File: src/rtl/arbiter_mem_pkg.sv
// rtl/arbiter_mem_pkg.sv - shared state encoding and default requester map for arbiter_for_mem_n
package arbiter_mem_pkg;

  typedef enum logic [0:0] {
    IDLE = 1'b0,
    BUSY = 1'b1
  } arb_state_e;

  localparam arb_state_e ARB_IDLE = IDLE;
  localparam arb_state_e ARB_BUSY = BUSY;

  // Default requester slots; index 0 carries the highest fixed priority.
  localparam int REQ_I_AREG   = 0;
  localparam int REQ_D_AREG   = 1;
  localparam int REQ_DOWNLOAD = 2;

endpackage

File: src/rtl/arbiter_mem_pick.sv
// rtl/arbiter_mem_pick.sv - combinational circular priority picker starting at a given index
module arbiter_mem_pick #(
  parameter int NUM_REQ = 3,
  parameter int IDX_W   = $clog2(NUM_REQ)
) (
  input  logic [NUM_REQ-1:0] v_req_i,
  input  logic [IDX_W-1:0]   start_i,
  output logic [NUM_REQ-1:0] onehot_o,
  output logic [IDX_W-1:0]   idx_o,
  output logic               any_o
);

  int   cand;
  logic found;

  // Walk requesters from start_i upward, wrapping at NUM_REQ; the first set bit wins.
  always_comb begin
    onehot_o = '0;
    idx_o    = '0;
    found    = 1'b0;
    cand     = 0;
    for (int k = 0; k < NUM_REQ; k++) begin
      cand = int'(start_i) + k;
      if (cand >= NUM_REQ) begin
        cand = cand - NUM_REQ;
      end
      if (!found && v_req_i[cand[IDX_W-1:0]]) begin
        found                        = 1'b1;
        idx_o                        = cand[IDX_W-1:0];
        onehot_o[cand[IDX_W-1:0]]    = 1'b1;
      end
    end
    any_o = found;
  end

endmodule

File: src/rtl/arbiter_for_mem_n.sv
// rtl/arbiter_for_mem_n.sv - N-requester memory port arbiter with watchdog; ARB_MEM_ROUND_ROBIN_EN selects round-robin
module arbiter_for_mem_n
  import arbiter_mem_pkg::*;
#(
  parameter int NUM_REQ        = 3,
  parameter int TIMEOUT_CYCLES = 0,
  parameter int CNT_W          = 8
) (
  input  logic                       clk,
  input  logic                       rst,
  input  logic [NUM_REQ-1:0]         v_req,
  input  logic                       mem_access_done,
  output logic [NUM_REQ-1:0]         ack,
  output logic [NUM_REQ-1:0]         v_m,
  output logic [$clog2(NUM_REQ)-1:0] grant_id,
  output logic                       busy,
  output logic                       timeout_err
);

  localparam int IDX_W = $clog2(NUM_REQ);
  localparam bit WD_EN = (TIMEOUT_CYCLES > 0);
  localparam logic [CNT_W-1:0] WD_LAST = WD_EN ? CNT_W'(TIMEOUT_CYCLES - 1) : '0;

  arb_state_e         state_q, state_d;
  logic [IDX_W-1:0]   grant_q, grant_d;
  logic [CNT_W-1:0]   wd_cnt_q, wd_cnt_d;
  logic               terr_q, terr_d;

  logic [NUM_REQ-1:0] pick_onehot;
  logic [IDX_W-1:0]   pick_idx;
  logic               pick_any;
  logic [IDX_W-1:0]   start_ptr;

  logic [NUM_REQ-1:0] ack_raw;
  logic [IDX_W-1:0]   gid_raw;
  logic               wd_fire;

`ifdef ARB_MEM_ROUND_ROBIN_EN
  logic [IDX_W-1:0]   rr_ptr_q, rr_ptr_d;

  assign start_ptr = rr_ptr_q;

  // Advance the search start to just past each new winner, wrapping to 0.
  always_comb begin
    rr_ptr_d = rr_ptr_q;
    if (state_q == ARB_IDLE && pick_any) begin
      rr_ptr_d = (pick_idx == IDX_W'(NUM_REQ - 1)) ? '0 : pick_idx + IDX_W'(1);
    end
  end

  // Round-robin pointer register.
  always_ff @(posedge clk or posedge rst) begin
    if (rst) begin
      rr_ptr_q <= '0;
    end else begin
      rr_ptr_q <= rr_ptr_d;
    end
  end
`else
  assign start_ptr = '0;
`endif

  arbiter_mem_pick #(
    .NUM_REQ (NUM_REQ),
    .IDX_W   (IDX_W)
  ) u_pick (
    .v_req_i  (v_req),
    .start_i  (start_ptr),
    .onehot_o (pick_onehot),
    .idx_o    (pick_idx),
    .any_o    (pick_any)
  );

  // Watchdog fires on the last allowed BUSY cycle unless done arrives in that same cycle.
  assign wd_fire = WD_EN && (state_q == ARB_BUSY) && !mem_access_done && (wd_cnt_q == WD_LAST);

  // Next-state and grant outputs: IDLE shows the live winner, BUSY holds the latched grant.
  always_comb begin
    state_d  = state_q;
    grant_d  = grant_q;
    wd_cnt_d = wd_cnt_q;
    terr_d   = 1'b0;
    ack_raw  = '0;
    gid_raw  = '0;
    case (state_q)
      ARB_IDLE: begin
        ack_raw = pick_onehot;
        gid_raw = pick_idx;
        if (pick_any) begin
          state_d  = ARB_BUSY;
          grant_d  = pick_idx;
          wd_cnt_d = '0;
        end
      end
      ARB_BUSY: begin
        ack_raw[grant_q] = 1'b1;
        gid_raw          = grant_q;
        if (mem_access_done) begin
          state_d = ARB_IDLE;
        end else if (wd_fire) begin
          state_d = ARB_IDLE;
          terr_d  = 1'b1;
        end else if (WD_EN) begin
          wd_cnt_d = wd_cnt_q + CNT_W'(1);
        end
      end
      default: begin
        state_d = ARB_IDLE;
      end
    endcase
  end

  // State, grant, watchdog and error-pulse registers.
  always_ff @(posedge clk or posedge rst) begin
    if (rst) begin
      state_q  <= ARB_IDLE;
      grant_q  <= '0;
      wd_cnt_q <= '0;
      terr_q   <= 1'b0;
    end else begin
      state_q  <= state_d;
      grant_q  <= grant_d;
      wd_cnt_q <= wd_cnt_d;
      terr_q   <= terr_d;
    end
  end

  // Outputs are masked while reset is held so a pending request cannot leak a grant.
  assign ack         = rst ? '0 : ack_raw;
  assign v_m         = ack;
  assign grant_id    = rst ? '0 : gid_raw;
  assign busy        = !rst && (state_q == ARB_BUSY);
  assign timeout_err = terr_q;

endmodule

File: config.mk
export PLATFORM = sky130hd
export DESIGN_NAME = arbiter_for_mem_n
export DESIGN_NICKNAME = d
export VERILOG_FILES = /design/src/rtl/arbiter_mem_pkg.sv /design/src/rtl/arbiter_mem_pick.sv /design/src/rtl/arbiter_for_mem_n.sv
export SDC_FILE = /design/constraint.sdc
export NUM_CORES = 1
export LEC_CHECK = 0
export ABC_AREA = 0
export CAP_MARGIN = 20
export CELL_PAD_IN_SITES_DETAIL_PLACEMENT = 0
export CELL_PAD_IN_SITES_GLOBAL_PLACEMENT = 1
export CORE_MARGIN = 2
export CORE_UTILIZATION = 20
export DETAILED_ROUTE_END_ITERATION = 8
export GPL_ROUTABILITY_DRIVEN = 0
export GPL_TIMING_DRIVEN = 0
export PLACE_DENSITY = 0.69
export SLEW_MARGIN = 10
export SYNTH_ARGS = -nofsm -noshare
export SYNTH_HDL_FRONTEND = slang
export SYNTH_SLANG_ARGS = --single-unit
export TNS_END_PERCENT = 30
File: constraint.sdc
create_clock -name clk -period 1.53 [get_ports clk]
set_clock_uncertainty 0.05 [all_clocks]
set_input_delay 0.306 -clock clk [delete_from_list [all_inputs] [get_ports clk]]
set_output_delay 0.306 -clock clk [all_outputs]
set_load 0.01 [all_outputs]
### After elaboration in Yosys (flattened, before gate mapping)

Index checks and enable logic that the tools add are counted.

* bitwise gates (word level): 1
* multiplexer cells: 17
* reduce and logical (&&, ||, !) cells: 8
* magnitude comparators: 2

Operators with widths (number)
* 1-bit 2-to-1 mux: 8
* 2-bit 2-to-1 mux: 3
* 3-bit 2-to-1 mux: 2
* 3-bit case mux with 2 select lines: 1
* 1-bit logical AND: 4
* 2-bit case mux with 2 select lines: 1
* 1-bit zero test: 3
* 2-bit by 3-bit < comparator with 1-bit output, second input constant: 1
* 1-bit demux with 2-bit select: 1
* 2-bit by 1-bit >= comparator with 1-bit output, second input constant: 1
* 1-bit case mux with 2 select lines: 1
* 2-bit AND reduction: 1
* 1-bit NOT: 1

* register bits after elaboration: 3
* bits of input ports: 6

### Logic depth before layout (Yosys ltp)

* depth in word-level cells: 9
* gate-level depth with buffers: 4
* gate-level depth less buffers: 2

### Hierarchy

Synthesis repeated with hierarchy kept, for this count alone.

* cells, all modules: 67
* area, all modules: 528.0 µm²

By module, submodules not included
* arbiter_mem_pick: area an instance 281.5 µm², seq. area each 0.0 µm², cells each 41, instances 1
* arbiter_for_mem_n: area an instance 246.5 µm², seq. area each 75.1 µm², cells each 26, instances 1

### Least setup slack after synthesis

No wires, ideal clock.

* kind: register -> output
* from: register state_q
* to: output port v_m[2]
* slack: -0.178 ns
* path buffers: 1
* data arrival time: 1.352 ns
* stages on the path, launching flop included: 4
* path through: dfrtp_1 > or4b_4 > a21oi_1 > buf_4

* longest elaborated chain between the ends: 3

RTL lines
* start, declared: line arbiter_for_mem_n.sv:24 `arb_state_e state_q, state_d;`
* start signal, assigned: line arbiter_for_mem_n.sv:121 `state_q <= state_d;`
* 1-bit NOT
* 3-bit case mux with 2 select lines (*): line arbiter_for_mem_n.sv:85 `case (state_q)`
* 3-bit 2-to-1 mux (*): line arbiter_for_mem_n.sv:129 `assign ack = rst ? '0 : ack_raw;`
* end, declared: line arbiter_for_mem_n.sv:14 `output logic [NUM_REQ-1:0] v_m,`

Mark *: on every way between the ends. The rest lies on a longest branch, timed or not.

### Worst setup path after layout

Ends and elaborated chain as after synthesis.

==> flow_summary.yaml <==
clocking:
  cts_root_buf: "clkbuf_4"
  cts_max_path_buffers: 2
  tritoncts_num_sinks: 3
  tritoncts.num_buffers: 3
  cts_hold_buf: 0
  tritoncts: "built"
  clk_pin_slew_ns: 0.04
  clock_tree.htree_level_count: 1
  worst_skew_pair.late_latency_ns: 0.23
synth:
  syn_nets: 37
  ys_top_cells_by_area: "dfrtp_1 (29%), buf_4 (12%), a21oi_1 (9.6%)"
  syn-mean-instance-area_um2: 8.40
  postSynthCellCount: 31
  synth_seq_area_share_pct: 28.8
  yosys_warnings: 0
  netlist_area_um2: 260
  synth_cell_type_count: 18
  synthDominantCellAreaShare_pct: 28.8
  yosysTopAreaCell: "dfrtp_1"
  synth_seq_cells: 3
worst_setup_path:
  worst_path_dominant_cell_family: "simple AND/OR/NAND/NOR gates"
  worst_reg2reg_path_length_in_cells: 3
  worstSetupStartpointType: "register"
  criticalPathCategory: "reg2out"
  r2r-end: "grant_q[0]"
  worst-path-buf-inv: 3
  timing.critical_path.cells: "buf_6 > or4b_4 > a21oi_4 > buf_6 > buf_6"
  crit_slowest_cell: "or4b_4"
  worst_path_most_repeated_cell: "buf_6"
  worstPathRequired_ns: 1.17
  r2r_start: "state_q"
  timing.critical_path.fanout_max: 3
  worstPathArrival_ns: 1.62
  r2r_slack_ns: 0.30
  cp_slowest_stage_delay_ns: 0.51
  setup.worst_path.end_class: "output pin"
sta:
  tns_ns: -2.73
  fin_crit_ns: 1.97
  fin_hold_ws_ns: 0.185
  total_of_endpoints_with_negative_setup_slack_in_the_final_report: 9
  hold_viol: 0
  fmaxAchievable_mhz: 507
  fin_crit_sh_pct: 129
  drv_slew: 0
  rsz_0062_raised_after_global_routing: "true"
  timing.final.ws_setup_ns: -0.443
power:
  power.share.clock_pct: 34.6
  max-vdd-ir-drop_uv: 361
  seqPwrFrac_pct: 25.3
  switching_power_mw: 0.119
  finalPower_mw: 0.399
  power.switching_fraction_pct: 29.8
  p_per_area_nw_per_um2: 842
  power.share.combinational_pct: 40.1
  power.leakage_nw: 0.237
  p_int_mw: 0.280
route:
  routed-via-count: 295
  remaining_drc_errors: 0
  dr.pass1.iters: 2
  drt_first_iter_violations: 2
  postRouteAntennaNets: 0
  drt-vias-per-instance: 4.40
  avgRoutedWirePerCell_um: 10.5
  sum_of_routed_wire_length_over_all_layers_um: 704
placed_design:
  placed_cells_incl_taps: 59
  preCtsSetupSlack_ns: -1.02
  port_buffers: 14
global_routing:
  grt_util_met1_pct: 9.36
  grtUsageMet3_pct: 5.00
  antenna_violations_before_repair: 0
  grtUsageMet2_pct: 15.7
  busiest_layer: "met2"
  globalRouteTotalUtil_pct: 9.80
  grt_first_pass_wirelength_um: 966
  grt_start_max_net_pins: 11
  first_global_vias: 232
  grt_overflow_total: 0
floorplanning:
  initial_core_util_pct: 22.5
  design.core.area_um2: 1160
  die_x_um: 40.1
  floorplan.io_pins: 16
  die_boundary_height_um: 40.1
  floorplan.die_area_um2: 1610
  floorplan_row_count: 12
finish:
  finish.net_count: 60
  fill_cells: 125
  antennaDiodeCount: 0
  area_growth_pct: 82.2
  drive_above_1_share_pct: 50.9
  final_cell_count_no_fill: 67
outcome:
  failed_checks: "negative setup slack"
  run_status: "complete, but fails checks"
run:
  max_cap_viol_count: 0
worst_hold_path:
  hp-class: "in2async"
## power groups by stage
stage	Sequential (mW)	Clock, mW	Combinational [mW]
after floorplan	0.101	0	0.0808
after global placement	0.106	0	0.147
after detailed placement	0.106	0	0.149
after CTS	0.101	0.145	0.154
after global routing	0.102	0.160	0.173
final	0.101	0.138	0.160
## sequential cells by signal, summed over array words and instances, names as in the netlist
register and cells:
grant_q 2, state_q 1
## Yosys cell counts
| library cell | n |
|---|---|
| nor4_1 | 1 |
| a21bo_1 | 1 |
| o22a_1 | 1 |
| inv_1 | 1 |
| nand2_1 | 2 |
| nor2b_1 | 2 |
| buf_4 | 4 |
| nor2_1 | 1 |
| a21oi_2 | 1 |
| a21oi_1 | 5 |
| or4b_4 | 1 |
| nand3b_1 | 2 |
| or3b_1 | 2 |
| conb_1 | 1 |
| or2b_1 | 1 |
| clkbuf_1 | 1 |
| o21bai_1 | 1 |
| dfrtp_1 | 3 |
## area by class of cell
class | instances | area (um2) | share of cell area, %
multi-input cells | 22 | 169 | 35.6
repair buffers | 18 | 135 | 28.5
flip-flops and latches | 3 | 75.1 | 15.8
plain buffers | 5 | 47.5 | 10.0
clock buffers | 4 | 26.3 | 5.54
well taps | 14 | 17.5 | 3.69
inverters | 1 | 3.75 | 0.792
## cells by family after synthesis
kind of cell / synth area share (%)
simple gates: 32.2
compound gates: 23.1
other cells: 1.44
buf+inv: 14.4
flops: 28.8
## placed cells by master (no fill, tap or decap), drive strengths merged
master / Yosys / final
nand2: 2 / 2
clkdlybuf4s50: 0 / 1
dfrtp: 3 / 3
nand3b: 2 / 2
inv: 1 / 1
nor4: 1 / 1
or2b: 1 / 1
or3b: 2 / 2
clkbuf: 1 / 5
a21oi: 6 / 6
nor2b: 2 / 2
o21bai: 1 / 1
a21bo: 1 / 1
nor2: 1 / 1
or4b: 1 / 1
o22a: 1 / 1
dlygate4sd2: 0 / 4
conb: 1 / 1
buf: 4 / 17
## timing repair
action | in CTS | in global routing
setup endpoints to repair | 9 | 8
hold endpoints to repair | 0 | 0
pin swaps | 3 | 0
resized for setup | 43 | 0
setup buffers | 2 | 2
## worst max path at each step
stage | startpoint | depth (start not counted) | to
3_5_place_dp | v_req[0] | 5 | v_m[2]
2_1_floorplan | state_q | 3 | v_m[2]
5_1_grt | state_q | 5 | v_m[2]
6_report | state_q | 5 | v_m[2]
3_3_place_gp | v_req[0] | 5 | v_m[2]
4_1_cts | state_q | 5 | v_m[2]
## metal layers
| metal | part of all wire (%) | routed length, um |
|---|---|---|
| met3 | 12 | 82 |
| met2 | 46 | 325 |
| met4 | 3.8 | 27 |
| met1 | 38 | 268 |
| met5 | 0 | 0 |
## stage by stage
step                utilization [%]  area (um2)
floorplan                         -         279
global placement               37.8         437
detailed placement             37.8         437
CTS                            39.7         459
global route                   41.0         474
finish                         41.0         474
(Power assumes the default switching activity.)
